--- src/rtl/instr_prefetch_buffer.sv ---
// instr_prefetch_buffer
// Sequential instruction prefetcher between a variable-latency instruction
// memory and the decode stage. Requests are credit-limited so that every
// response that is kept always finds a free queue slot. A taken redirect
// flushes the queue. The redirect also marks every in-flight request as one
// whose response must be dropped.
//
// Build option: define IPB_BYPASS_EN to let a response reach the decode-facing
// outputs in the same cycle it returns, provided the queue is empty and
// nothing is pending drop. Without it, every output is driven from queue state.
//
// DEPTH must be a power of two and at least 2.

module instr_prefetch_buffer #(
    parameter int unsigned DEPTH    = 4,
    parameter logic [31:0] RESET_PC = 32'h0000_0000
) (
    input  logic        clk,
    input  logic        rst,
    input  logic        redirect_i,
    input  logic [31:0] redirect_pc_i,
    output logic        imem_req_valid_o,
    input  logic        imem_req_ready_i,
    output logic [31:0] imem_req_addr_o,
    input  logic        imem_rsp_valid_i,
    input  logic [31:0] imem_rsp_data_i,
    output logic        instr_valid_o,
    input  logic        instr_ready_i,
    output logic [31:0] instr_o,
    output logic [31:0] pc_o,
    output logic [31:0] pc_plus4_o
);

    localparam int unsigned PW      = $clog2(DEPTH);
    localparam int unsigned CW      = PW + 1;
    localparam logic [31:0] NOP     = 32'h0000_0013;
    localparam logic [CW:0] DEPTH_W = (CW+1)'(DEPTH);

    logic [31:0]   fetch_pc;

    logic [31:0]   q_instr [DEPTH];
    logic [31:0]   q_pc    [DEPTH];
    logic [PW-1:0] q_rd_ptr;
    logic [PW-1:0] q_wr_ptr;
    logic [CW-1:0] count;

    // PCs of requests still in flight, in issue order. Dropped responses pop
    // their tag as well, so after a redirect this FIFO realigns by itself.
    logic [31:0]   tag_pc  [DEPTH];
    logic [PW-1:0] tag_rd_ptr;
    logic [PW-1:0] tag_wr_ptr;

    logic [CW-1:0] outstanding;
    logic [CW-1:0] outstanding_nxt;
    logic [CW-1:0] drop;

    logic          req_fire;
    logic          rsp_keep;
    logic          head_valid;
    logic          bypass;
    logic          push;
    logic          pop;
    logic [31:0]   rsp_pc;
    logic [31:0]   head_pc;
    logic          unused_pc_bits;

    assign unused_pc_bits   = ^redirect_pc_i[1:0];

    assign imem_req_valid_o = rst && (({1'b0, count} + {1'b0, outstanding}) < DEPTH_W);
    assign imem_req_addr_o  = fetch_pc;
    assign req_fire         = imem_req_valid_o && imem_req_ready_i;

    assign rsp_pc           = tag_pc[tag_rd_ptr];
    assign rsp_keep         = imem_rsp_valid_i && (drop == '0) && !redirect_i;
    assign head_valid       = (count != '0);
    assign head_pc          = q_pc[q_rd_ptr];

`ifdef IPB_BYPASS_EN
    assign bypass = !head_valid && (drop == '0) && !redirect_i && imem_rsp_valid_i;
`else
    assign bypass = 1'b0;
`endif

    // A bypassed response consumed by decode in the same cycle never enters the queue.
    assign push          = rsp_keep && !(bypass && instr_ready_i);
    assign pop           = head_valid && instr_ready_i && !redirect_i;
    assign instr_valid_o = head_valid || bypass;

    // Net change of in-flight requests: +1 per accepted request, -1 per response.
    always_comb begin
        outstanding_nxt = outstanding;
        if (req_fire && !imem_rsp_valid_i) begin
            outstanding_nxt = outstanding + CW'(1);
        end else if (!req_fire && imem_rsp_valid_i) begin
            outstanding_nxt = outstanding - CW'(1);
        end
    end

    // Control state: fetch address, queue pointers/count, credit and drop counters.
    always_ff @(posedge clk) begin
        if (!rst) begin
            fetch_pc    <= RESET_PC;
            q_rd_ptr    <= '0;
            q_wr_ptr    <= '0;
            count       <= '0;
            tag_rd_ptr  <= '0;
            tag_wr_ptr  <= '0;
            outstanding <= '0;
            drop        <= '0;
        end else begin
            outstanding <= outstanding_nxt;
            if (req_fire) begin
                tag_wr_ptr <= tag_wr_ptr + PW'(1);
            end
            if (imem_rsp_valid_i) begin
                tag_rd_ptr <= tag_rd_ptr + PW'(1);
            end

            if (redirect_i) begin
                // Every request still in flight after this edge returns stale data.
                fetch_pc <= {redirect_pc_i[31:2], 2'b00};
                q_rd_ptr <= '0;
                q_wr_ptr <= '0;
                count    <= '0;
                drop     <= outstanding_nxt;
            end else begin
                if (req_fire) begin
                    fetch_pc <= fetch_pc + 32'd4;
                end
                if (push) begin
                    q_wr_ptr <= q_wr_ptr + PW'(1);
                end
                if (pop) begin
                    q_rd_ptr <= q_rd_ptr + PW'(1);
                end
                if (push && !pop) begin
                    count <= count + CW'(1);
                end else if (pop && !push) begin
                    count <= count - CW'(1);
                end
                if (imem_rsp_valid_i && (drop != '0)) begin
                    drop <= drop - CW'(1);
                end
            end
        end
    end

    // Storage arrays: request tags and queued {instr, pc} entries (no reset needed).
    always_ff @(posedge clk) begin
        if (req_fire) begin
            tag_pc[tag_wr_ptr] <= fetch_pc;
        end
        if (push) begin
            q_instr[q_wr_ptr] <= imem_rsp_data_i;
            q_pc[q_wr_ptr]    <= rsp_pc;
        end
    end

    // Decode-facing outputs: queue head, optional same-cycle bypass, else empty values.
    always_comb begin
        instr_o    = NOP;
        pc_o       = '0;
        pc_plus4_o = '0;
        if (head_valid) begin
            instr_o    = q_instr[q_rd_ptr];
            pc_o       = head_pc;
            pc_plus4_o = head_pc + 32'd4;
        end else if (bypass) begin
            instr_o    = imem_rsp_data_i;
            pc_o       = rsp_pc;
            pc_plus4_o = rsp_pc + 32'd4;
        end
    end

    // A response with nothing in flight means the memory has lost sync with us.
    rsp_without_req: assert property (@(posedge clk) disable iff (!rst)
        imem_rsp_valid_i |-> (outstanding != '0));

endmodule

--- config.mk ---
export PLATFORM = sky130hd
export DESIGN_NAME = instr_prefetch_buffer
export DESIGN_NICKNAME = d
export VERILOG_FILES = /design/src/rtl/instr_prefetch_buffer.sv
export SDC_FILE = /design/constraint.sdc
export NUM_CORES = 1
export LEC_CHECK = 0
export CORE_MARGIN = 5
export CORE_UTILIZATION = 56
export CTS_CLUSTER_DIAMETER = 200
export CTS_CLUSTER_SIZE = 24
export DETAILED_ROUTE_END_ITERATION = 6
export MAX_ROUTING_LAYER = met4
export PLACE_DENSITY_LB_ADDON = 0.25
export SYNTH_ARGS = -nofsm -noshare
export SYNTH_HDL_FRONTEND = slang
export SYNTH_SLANG_ARGS = --single-unit
--- constraint.sdc ---
create_clock -name clk -period 3.5 [get_ports clk]
set_input_delay 0.35 -clock clk [delete_from_list [all_inputs] [get_ports clk]]
set_output_delay 0.35 -clock clk [all_outputs]
set_load 0.005 [all_outputs]
==> summary.md <==
| Metric | Value |
|---|---|
| Synth-to-Final Area Change | `20.8%` |
| Met3 wire length | `2610 µm` |
| P per Cell Area | `469 nW/µm²` |
| Flop2flop setup slack | `590 ps` |
| EDFF count, synth | `368` |
| Pins over their slew limit | `0` |
| M1 WL | `15900 µm` |
| CTS Buf Count | `21` |
| Clock root buffer master | `clkbuf_16` |
| Number of antenna violations at the first check in global routing | `0` |
| Mapped Cells | `1010` |
| H-tree depth | `1` |
| WL met2 | `18000 µm` |
| Mapped cell area | `17400 µm²` |
| Sum of negative setup slack | `0 ps` |
| Post-DP HPWL | `24200 µm` |
| Vias in the first global route | `9843` |
| RSZ-0062 raised after global routing | `true` |
| Clock network fraction of total power | `26.4%` |
| Cts hold-fix bufs | `0` |
| Switching power | `0.00226 W` |
| Overall global routing resource usage | `22.2%` |
| Nets@finish | `1327` |
| Crit Path Class | `reg -> out` |
| Crit path DAT | `3110 ps` |
| I/O pin total | `200` |
| Synth area leader | `edfxtp_1` |
| Post-Synth Adder-Cell Area | `1.34%` |
| Worst skew pair latency | `530 ps` |
| Critical path's most frequent cell | `buf_4` |
| Crit share post-route | `98.7%` |
| FFs w/ async S/R, synth | `0%` |
| DR top layer | `met4` |
| GPL Wtd Cong | `0.820` |
| Final setup fails | `0` |
| Final Hold Vio Count | `0` |
| CTS Sinks | `419` |
| Main flop type after synthesis | `edfxtp_1` |
| Rows | `64` |
| Gr ovfl total | `0` |
| Vias/cell | `5.93` |
| Clock Skew | `27.7 ps` |
| Drt total wl | `37100 µm` |
| Via count | `9777` |
| Flops & latches, synth | `419` |
| Mux cell area share after synthesis | `12.9%` |
| Largest family of logic cells by synthesized area | `multiplexers` |
| Buf/Inv on CP | `4` |
| Max clock buf depth | `3` |
| Antenna viol nets, final | `0` |
| CP Cell Sequence | `buf_12 -> buf_4 -> mux4_2 -> and3_4 -> nand2_8 -> buf_4 -> nor3_2 -> mux2_2 -> clkdlybuf4s50_1` |
| Logic pwr share | `14.3%` |
| Post-route setup slack | `44.8 ps` |
| Complex-gate fraction of the synthesized area | `3.00%` |
| Placed insts | `1584` |
| Most common cell in the netlist | `edfxtp_1` |
| Final total power | `0.00983 W` |
| Filler cell count in the final layout | `2007` |
| Int Power | `0.00757 W` |
| Post-Synth XOR/XNOR Area | `2.12%` |
| Top cells by instance count after synthesis | `edfxtp_1, mux4_2, and2_1, dfxtp_1` |
| Clock slew at reported path FFs | `90 ps` |
| Area share of the largest cell type after synthesis | `63.6%` |
| Slew headroom | `46.8%` |
| Yosys warning total | `0` |
| Critical path peak fanout | `10` |
| Initial DRC count | `831` |
| Max IR drop VDD | `0.310 mV` |
| Synth Area in Simple Gates | `9.15%` |
| Largest net degree at the start of global routing | `63` |
| DR pass1 iterations | `5` |
| Worst-margin pin slew | `798 ps` |
| Slowest CP cell | `clkdlybuf4s50_1` |
| Chip Width | `186 µm` |
| Tightest Hold Check Type | `in -> reg` |
| Max Clock Freq | `289 MHz` |
| Die area | `34600 µm²` |
| CTS tree | `yes` |
| Outcome | `finished, final reports clean` |
| Core ar. | `30600 µm²` |
| Initial Utilization | `56.8%` |
| Avg Inst Size Synth | `17.2 µm²` |
| P_leak | `7.00 nW` |
| Crit path time final | `3460 ps` |
| Die height | `186 µm` |
| Port Buffers | `191` |
| Crit. End Element | `primary output` |
| Cell family with most CP delay | `buffers and inverters` |
| Sequential share of power | `59.4%` |
| First-pass GRT wire length | `57000 µm` |
| Worst Path Required | `3150 ps` |
| Crit-path max cell delay | `450 ps` |
| Synth area leaders | `edfxtp_1, mux4_2, dfxtp_1` |
| Sw Share | `23.0%` |
| Routed WL per cell | `22.5 µm` |
| Synth cell types | `56` |
| Sequential fraction of the synthesis area | `69.5%` |
| DRC | `0` |
| Post-route insts no fill | `1649` |
| Max cap viols | `0` |
| Setup WS pre-CTS | `214 ps` |
| Critical path startpoint category | `flop` |
| Antenna Cells | `0` |
| Share of cells above drive strength 1 | `18.7%` |
==> worst min-delay path, stage by stage <==
cell and delay, ps:
clkdlybuf4s50_1 400, nand3_1 80, nand3_1 70
==> registers in the layout, summed over array words and instances, names as in the netlist, named ones only <==
register,cells
count,3
drop,3
imem_req_addr_o,30
outstanding,3
q_instr,128
q_pc,120
q_rd_ptr,2
q_wr_ptr,2
tag_pc,120
tag_rd_ptr,2
tag_wr_ptr,2
==> final cells by class <==
type / instances / area (µm²) / share of cell area [%]
Clock buffer: 36 / 582 / 2.77
Clock inverter: 1 / 16.3 / 0.0775
Inverter: 14 / 52.6 / 0.251
Multi-Input combinational cell: 526 / 5150 / 24.5
Sequential cell: 419 / 12100 / 57.6
Tap cell: 396 / 495 / 2.36
Timing Repair Buffer: 257 / 2600 / 12.4
==> power by group through the flow <==
stage / Combinational [W] / Sequential, W / Clock (W)
floorplan: 0.000729 / 0.00589 / 0
global placement: 0.00134 / 0.00594 / 0
detailed placement: 0.00136 / 0.00595 / 0
CTS: 0.00139 / 0.00584 / 0.00265
global route: 0.00153 / 0.00586 / 0.00286
finish: 0.00140 / 0.00584 / 0.00259
==> metal layers <==
layer / GRT usage, % / vias to the layer above
li1: - / 4415
met1: 31.6 / 4937
met2: 35.3 / 378
met3: 2.87 / 47
met4: 4.55 / 0
met5: - / -
==> stage by stage <==
stage	cell area, µm²	utilization [%]	hold slack [ps]
2_1_floorplan	17400	-	449
3_3_place_gp	19900	65.2	493
3_5_place_dp	19900	65.2	512
4_1_cts	20800	68.0	394
5_1_grt	21000	68.6	412
6_report	21000	68.6	411
==> placed cells by master (no fill, tap or decap), types with 7 or more instances in the layout <==
cell type          n
a21oi_1           10
and2_1            70
and3_1            11
buf_12            12
buf_4             51
clkbuf_1          15
clkbuf_16         21
clkdlybuf4s50_1  177
dfxtp_1           47
dlymetal6s2s_1     7
edfxtp_1         368
ha_1              16
inv_1             13
mux2_2            10
mux4_2            91
nand2_1           37
nand2b_1          10
nand3_1           24
nand4_1           21
nor2_1            39
nor3_1             7
o211a_1           16
o21ai_0           15
xnor2_1           28
xor2_1            14
==> worst paths after layout <==
check	startpoint	end	cells past startpoint
max reg2reg	count[2]	imem_req_addr_o[26]	6
min	redirect_pc_i[28]	imem_req_addr_o[28]	3
max	flop	pc_plus4_o[20]	9
min reg2reg	tag_wr_ptr[1]	tag_wr_ptr[1]	2
==> kinds of logic (layout without fill, tap and decap cells) <==
logic type	count (synthesis)	in the layout
XOR/XNOR	42	42
AO/OA/AOI/OAI	72	72
multiplexers	108	108
adder cells (fa/ha/maj)	18	18
buffers and inverters	70	308
AND/OR/NAND/NOR	280	280
flip-flops	419	419
other	1	6
==> timing repair <==
| item | 4_1_cts | 5_1_grt |
|---|---|---|
| endpoints found under the setup margin | 18 | 17 |
| pin swaps | 5 | 4 |
| gates cloned | 1 | 0 |
| resized for setup | 31 | 26 |
| setup buffers | 18 | 9 |
(Power assumes the default switching activity.)
